--- src/rtl/inst_fetch_unit.sv ---
// Instruction fetch stage: owns the PC, fetches over a req/ack memory port and
// hands instructions to decode over valid/ready, with branch/jump redirect.
module inst_fetch_unit #(
  parameter logic [31:0] RESET_PC  = 32'h0000_0000,
  parameter int          CNT_WIDTH = 16
) (
  input  logic                 clk,
  input  logic                 rst_n,
  output logic                 imemReq,
  output logic [31:0]          imemAddr,
  input  logic                 imemAck,
  input  logic [31:0]          imemData,
  output logic                 instValid,
  input  logic                 instReady,
  output logic [31:0]          instr,
  output logic [5:0]           opCode,
  output logic [31:0]          pcOut,
  input  logic                 branchTaken,
  input  logic [31:0]          branchTarget,
  input  logic                 jump,
  input  logic [31:0]          jumpTarget,
  output logic [CNT_WIDTH-1:0] fetchCount
);

  typedef enum logic [1:0] {
    IDLE  = 2'b00,
    FETCH = 2'b01,
    HOLD  = 2'b10
  } fetchState_t;

  fetchState_t    state;
  logic [31:0]    pc;
  logic           pending;
  logic [31:0]    pendTarget;
  logic           redir;
  logic [31:0]    target;
  logic [31:0]    pcInc;
  logic [31:0]    fetchRedirTarget;

  // Branch wins over jump; targets are forced to word alignment.
  assign redir            = branchTaken | jump;
  assign target           = {(branchTaken ? branchTarget[31:2] : jumpTarget[31:2]), 2'b00};
  assign pcInc            = pc + 32'd4;
  assign fetchRedirTarget = redir ? target : pendTarget;

  // Fetch sequencer with all outputs registered.
  always_ff @(posedge clk or negedge rst_n) begin
    if (!rst_n) begin
      state      <= IDLE;
      pc         <= RESET_PC;
      imemReq    <= 1'b0;
      imemAddr   <= RESET_PC;
      instValid  <= 1'b0;
      instr      <= 32'h0000_0000;
      opCode     <= 6'b00_0000;
      pcOut      <= 32'h0000_0000;
      fetchCount <= {CNT_WIDTH{1'b0}};
      pending    <= 1'b0;
      pendTarget <= 32'h0000_0000;
    end else begin
      case (state)
        IDLE: begin
          state   <= FETCH;
          imemReq <= 1'b1;
          if (redir) begin
            pc       <= target;
            imemAddr <= target;
          end else begin
            imemAddr <= pc;
          end
        end
        FETCH: begin
          if (imemAck) begin
            if (redir || pending) begin
              // Returned word belongs to the abandoned path: drop it and refetch.
              pc       <= fetchRedirTarget;
              imemAddr <= fetchRedirTarget;
              pending  <= 1'b0;
            end else begin
              instr     <= imemData;
              opCode    <= imemData[31:26];
              pcOut     <= pc;
              instValid <= 1'b1;
              pc        <= pcInc;
              imemAddr  <= pcInc;
              imemReq   <= 1'b0;
              state     <= HOLD;
            end
          end else if (redir) begin
            // Request must stay stable, so remember where to go once it lands.
            pending    <= 1'b1;
            pendTarget <= target;
          end else begin
            pending <= pending;
          end
        end
        HOLD: begin
          if (redir) begin
            instValid <= 1'b0;
            pc        <= target;
            imemAddr  <= target;
            imemReq   <= 1'b1;
            state     <= FETCH;
            if (instReady) begin
              fetchCount <= fetchCount + {{(CNT_WIDTH-1){1'b0}}, 1'b1};
            end else begin
              fetchCount <= fetchCount;
            end
          end else if (instReady) begin
            instValid  <= 1'b0;
            fetchCount <= fetchCount + {{(CNT_WIDTH-1){1'b0}}, 1'b1};
            imemAddr   <= pc;
            imemReq    <= 1'b1;
            state      <= FETCH;
          end else begin
            instValid <= 1'b1;
          end
        end
        default: begin
          state     <= IDLE;
          imemReq   <= 1'b0;
          instValid <= 1'b0;
          pending   <= 1'b0;
        end
      endcase
    end
  end

endmodule

--- config.mk ---
export PLATFORM = sky130hd
export DESIGN_NAME = inst_fetch_unit
export DESIGN_NICKNAME = d
export VERILOG_FILES = /design/src/rtl/inst_fetch_unit.sv
export SDC_FILE = /design/constraint.sdc
export NUM_CORES = 1
export LEC_CHECK = 0
export BUFFER_PORTS_ARGS = -buffer_cell sky130_fd_sc_hd__buf_2
export CAP_MARGIN = 40
export CORE_UTILIZATION = 30
export DETAILED_ROUTE_END_ITERATION = 10
export PLACE_DENSITY = 0.47
export SLEW_MARGIN = 20
export SYNTH_ARGS = -nofsm -noshare
export SYNTH_HDL_FRONTEND = slang
export SYNTH_SLANG_ARGS = --single-unit
--- constraint.sdc ---
create_clock -name clk -period 2.3 [get_ports clk]
set_input_delay 0.115 -clock clk [delete_from_list [all_inputs] [get_ports clk]]
set_output_delay 0.115 -clock clk [all_outputs]
set_load 0.01 [all_outputs]
Word-level counts from Yosys, hierarchy flattened
Index checks and enable logic that the tools add are counted.
Cells by class
  add/sub/neg operators: 2
  eq/ne operators: 7
  muxes and demuxes: 28
  bitwise logic cells: 5
  reduce and logical (&&, ||, !) cells: 13
Operator list (count)
  two-way mux 32 bit: 6
  one-hot mux 32 bit (3 select lines): 1
  one-hot mux 32 bit (2 select lines): 1
  adder 32 x 3 -> 32 bit (second input constant): 1
  two-way mux 30 bit: 1
  adder 16 x 1 -> 16 bit (second input constant): 1
  AND reduction 3 bit: 5
  two-way mux 1 bit: 11
  inequality test 3 bit (second input constant): 3
  two-way mux 2 bit: 4
  one-hot mux 1 bit (3 select lines): 2
  one-hot mux 2 bit (3 select lines): 1
  AND reduction 2 bit: 3
  inequality test 2 bit (second input constant): 2
  NOT 1 bit: 4
  nonzero test 3 bit: 1
  == test 2 x 1 -> 1 bit (second input constant): 1
  == test 2 bit (second input constant): 1
  zero test 2 bit: 1
  one-hot mux 1 bit (2 select lines): 1
  nonzero test 2 bit: 1
  OR reduction 2 bit: 1
  logical OR 1 bit: 1
  bitwise OR 1 bit: 1
Storage, ports and cells
  bits in registers: 187
  input bits: 102
  output and inout bits: 120
  word-level logic and storage cells: 66

Longest topological paths before layout
  depth in word-level cells: 5
  gate-level depth with buffers: 10
  depth with buffers taken out: 7

Least setup slack after synthesis
OpenSTA, ideal clock, no wires.
  path kind: reg2reg
  start point: register state[0]
  end point: register imemAddr[17]
  setup time: 120 ps
  arrival: 1989 ps
  required time: 2180 ps
  setup slack: 191 ps
  stages on the path, launching flop included: 10
  path buffers: 2
  clock period less this slack: 2109 ps
  cells stage by stage: dfrtp_1 > inv_1 > ha_1 > nor4b_2 > or3_1 > buf_2 > nor2_1 > clkbuf_1 > a22o_1 > a31o_2
On the way
  cells in the longest elaborated chain, start to end: 3
  elaborated cells on any way between the ends: 8
  classes of those cells: eq/ne: 4; mux: 1; reduce/logical: 3
Ends and longest elaborated chain
  from (decl): line 31  | fetchState_t state;
  from (signal assigned): line 49  | state <= IDLE;
  from (signal assigned): line 63  | state <= FETCH;
  from (signal assigned): line 87  | state <= HOLD;
  == test 2 bit (tied with other cells): line 61  | case (state)
  inequality test 3 bit (no line) (tied with other cells)
  AND reduction 3 bit (no line)
  to (signal assigned): line 67  | imemAddr <= target;
  to (signal assigned): line 69  | imemAddr <= pc;
  to (signal assigned): line 77  | imemAddr <= fetchRedirTarget;
  to (decl): line 10  | output logic [31:0] imemAddr,
Several ways; a longest one is shown, not always the timed one.
A chain may end at the register's enable or synchronous reset.

Worst setup path in the final report
  start point: register pc[3]
  end point: register imemAddr[20]
On the way
  cells in the longest elaborated chain, start to end: 4
Ends and longest elaborated chain
  from (decl): line 32  | logic [31:0] pc;
  from (signal assigned): line 66  | pc <= target;
  from (signal assigned): line 76  | pc <= fetchRedirTarget;
  from (signal assigned): line 84  | pc <= pcInc;
  adder 32 x 3 -> 32 bit: line 43  | assign pcInc = pc + 32'd4;
  two-way mux 32 bit: line 74  | if (redir || pending) begin
  two-way mux 32 bit: line 73  | if (imemAck) begin
  one-hot mux 32 bit (3 select lines): line 61
Every way passes these cells. The select of a mux whose other input is x is not followed.

==> results.sh <==
export IMPL_h_tree_depth=4
export IMPL_power_leakage_nw=5.76
export IMPL_finalSetupTns_ns=0
export IMPL_hold_depth=3
export IMPL_hold_start="jumpTarget[4]"
export IMPL_startpoint_type="register"
export IMPL_yosys_top_cells_count="dfrtp_1, o21ai_0, nand2_1"
export IMPL_cts_setup_buffers=0
export IMPL_power_total_mw=15.4
export IMPL_area_growth_pct=30.0
export IMPL_fillers=3214
export IMPL_clkTransAtPathRegs_ns=0.08
export IMPL_cts_tree="done"
export IMPL_fin_nets=1375
export IMPL_grt_use_total=0.202
export IMPL_worst_pin_slew_ns=0.667
export IMPL_synth_flop_cell="dfrtp_1"
export IMPL_grt_max_degree=70
export IMPL_drc=0
export IMPL_outcome="complete, no violations"
export IMPL_r2r_start="pc[3]$_DFFE_PN0P_"
export IMPL_syn_area_per_cell_sq_um=9.74
export IMPL_die_h_um=182
export IMPL_finalMaxSlewViolations=0
export IMPL_post_drt_wl_per_cell_um=19.5
export IMPL_cts_root_buf="clkbuf_16"
export IMPL_synthesis_yosys_warnings=0
export IMPL_ff2ff_path_depth=6
export IMPL_end_kind="register"
export IMPL_syn_num_nets=1101
export IMPL_hpwl_um=23400
export IMPL_period_share=0.941
export IMPL_dieArea_sq_um=33000
export IMPL_finalSetupViolCount=0
export IMPL_core_sq_um=31600
export IMPL_synthCells=993
export IMPL_cts_buffer_depth=2
export IMPL_yosys_register_bits=181
export IMPL_start_util=0.306
export IMPL_yosysTopAreaCellShare=0.468
export IMPL_yosysMostFrequentCell="dfrtp_1"
export IMPL_power_density_nw_per_um2=1230
export IMPL_r2r_end="imemAddr[20]$_DFFE_PN0P_"
export IMPL_io_pins=222
export IMPL_cp_data_arrival_time_ns=2.49
export IMPL_overflow=0
export IMPL_synthArstFlopShare=1.00
export IMPL_grt_pass1_wl_um=50800
export IMPL_finalNonFillerCells=1683
export IMPL_max_slew_margin=0.555
export IMPL_firstDrtPassIters=5
export IMPL_multi_input_area_sq_um=4670
export IMPL_yosysSeqAreaShare=0.468
export IMPL_finClkSkew_ns=0.0147
export IMPL_synthTopCellsByArea="dfrtp_1, mux2_2, o21ai_0, nand2_1, a22oi_1"
export IMPL_cts_sinks=181
export IMPL_hp_class="in -> reg"
export IMPL_die_x_um=182
export IMPL_yosys_area_top_type="dfrtp_1"
export IMPL_ys_types=60
export IMPL_drive_gt1_frac=0.318
export IMPL_io_buffer_count=217
export IMPL_netlist_area_sq_um=9670
export IMPL_reg2reg_setup_slack_ns=0.14
export IMPL_antenna_found_initial=1
export IMPL_regArea_sq_um=4530
export IMPL_drtAntennaViolNets=0
export IMPL_rsz0062_at_grt="no"
export IMPL_post_drt_via_cell_ratio=5.24
export IMPL_drt_iter0_markers=572
export IMPL_clock_fmax_ghz=0.462
export IMPL_peakVddDrop_uv=617
export IMPL_whs_ns=0.0318
export IMPL_max_cap_violations=0
export IMPL_gp_congestion=0.816
export IMPL_fin_crit_ns=2.16
export IMPL_synth_edf_count=0
export IMPL_critPathMaxFanout=7
export IMPL_min_to="pendTarget[4]$_DFFE_PN0P_"
export IMPL_crit_required_ns=2.62
export IMPL_rows=65
export IMPL_finalHoldViolCount=0
export IMPL_place_inst=1592
export IMPL_numCtsBuffers=17
export IMPL_final_util=0.397
export IMPL_drt_total_wl_um=32700
export IMPL_grt_pass1_vias=8546
export IMPL_clk_latency_ns=0.45
export IMPL_vias=8813
export IMPL_critical_path_class="reg -> reg"
-- critical path, stage by stage, from the launching register on --
cell and delay, ns:
dfrtp_1 0.40, ha_1 0.23, and3_2 0.23, nand3_1 0.31, o31a_2 0.44, o31ai_1 0.29
o21ai_0 0.13
-- per-layer routing --
metal	track usage	routed length, um	vias to the layer above
met3	0.0419	1630	24
met2	0.320	15000	273
met4	0.0556	461	0
li1	-	-	4216
met1	0.278	15600	4300
met5	0	0	-
-- power by group --
part / internal [mW] / total (mW) / switching, mW
Clock: 1.73 / 3.09 / 1.36
Sequential: 4.57 / 5.65 / 1.08
Combinational: 2.97 / 6.68 / 3.70
-- kinds of logic (layout without fill, tap and decap cells) --
| family | count (synthesis) | in the layout | share of synthesized area |
|---|---|---|---|
| mux | 75 | 75 | 0.0859 |
| other cells | 0 | 1 | 0 |
| fa+ha+maj | 6 | 6 | 0.00776 |
| simple gates | 261 | 261 | 0.131 |
| flops | 181 | 181 | 0.468 |
| buf+inv | 96 | 383 | 0.0505 |
| compound gates | 351 | 351 | 0.236 |
| xor+xnor | 23 | 23 | 0.0208 |
-- cell type report --
class | instances | share of cell area
Tap cell | 402 | 0.0400
Clock inverter | 13 | 0.0136
Antenna cell | 1 | 0.000199
Clock buffer | 19 | 0.0344
Multi-Input combinational cell | 716 | 0.371
Inverter | 12 | 0.00358
Sequential cell | 181 | 0.360
Timing Repair Buffer | 339 | 0.176
-- registers in the layout, summed over array words and instances (netlist names) --
signal / cells
imemAddr: 32
instr: 32
pending: 1
pcOut: 32
instValid: 1
state: 2
pendTarget: 32
pc: 32
fetchCount: 16
imemReq: 1
-- repair_timing --
action,CTS,global route
hold endpoints to repair,118,0
hold buffers,58,0
gates resized for setup,0,1
setup endpoints to repair,0,1
-- placed cells by master, fill, tap and decap left out, types with 5 or more instances in the layout --
master         Yosys  final
a21boi_0          22     22
inv_1             10     10
a31oi_1            6      6
o21a_1            14     14
nor3_1             8      8
dlygate4sd3_1      0     58
o21ai_0          131    131
a2bb2oi_1         12     12
and3_1            14     14
a22o_1             9      9
nand3_1           22     22
buf_4              8     59
buf_2              9    216
mux2i_1           11     11
nor2_1            43     43
o31ai_1           12     12
buf_12             0      5
a31o_2            18     18
ha_1               6      6
o22ai_1           24     24
nor4_1             8      8
or2_2              5      5
clkbuf_16          0     17
a22oi_1           50     50
or4_1              5      5
a21oi_1           27     27
dfrtp_1          181    181
xnor2_1           19     19
mux2_2            64     64
nand4_1           15     15
nand2_1          114    114
-- per-stage QoR --
step,setup WS (ns),instance area (sq um)
6_report,0.137,12600
5_1_grt,0.0267,12600
3_5_place_dp,0.150,11400
3_3_place_gp,0.188,11400
2_1_floorplan,0.191,9670
4_1_cts,0.134,12600
-- how the worst max path moves through the flow --
stage	cells past startpoint	slack [ns]	endpoint	from
after floorplan	9	0.19	imemAddr[17]$_DFFE_PN0P_	state[0]$_DFFE_PN0P_
after global placement	6	0.19	imemAddr[20]$_DFFE_PN0P_	pc[3]$_DFFE_PN0P_
after detailed placement	7	0.15	imemAddr[12]$_DFFE_PN0P_	state[0]$_DFFE_PN0P_
after CTS	6	0.13	imemAddr[20]$_DFFE_PN0P_	pc[3]$_DFFE_PN0P_
after global routing	6	0.03	pc[20]$_DFFE_PN0P_	pc[3]$_DFFE_PN0P_
final	6	0.14	imemAddr[20]$_DFFE_PN0P_	pc[3]$_DFFE_PN0P_
No activity file was read; power rests on OpenSTA's default activity.
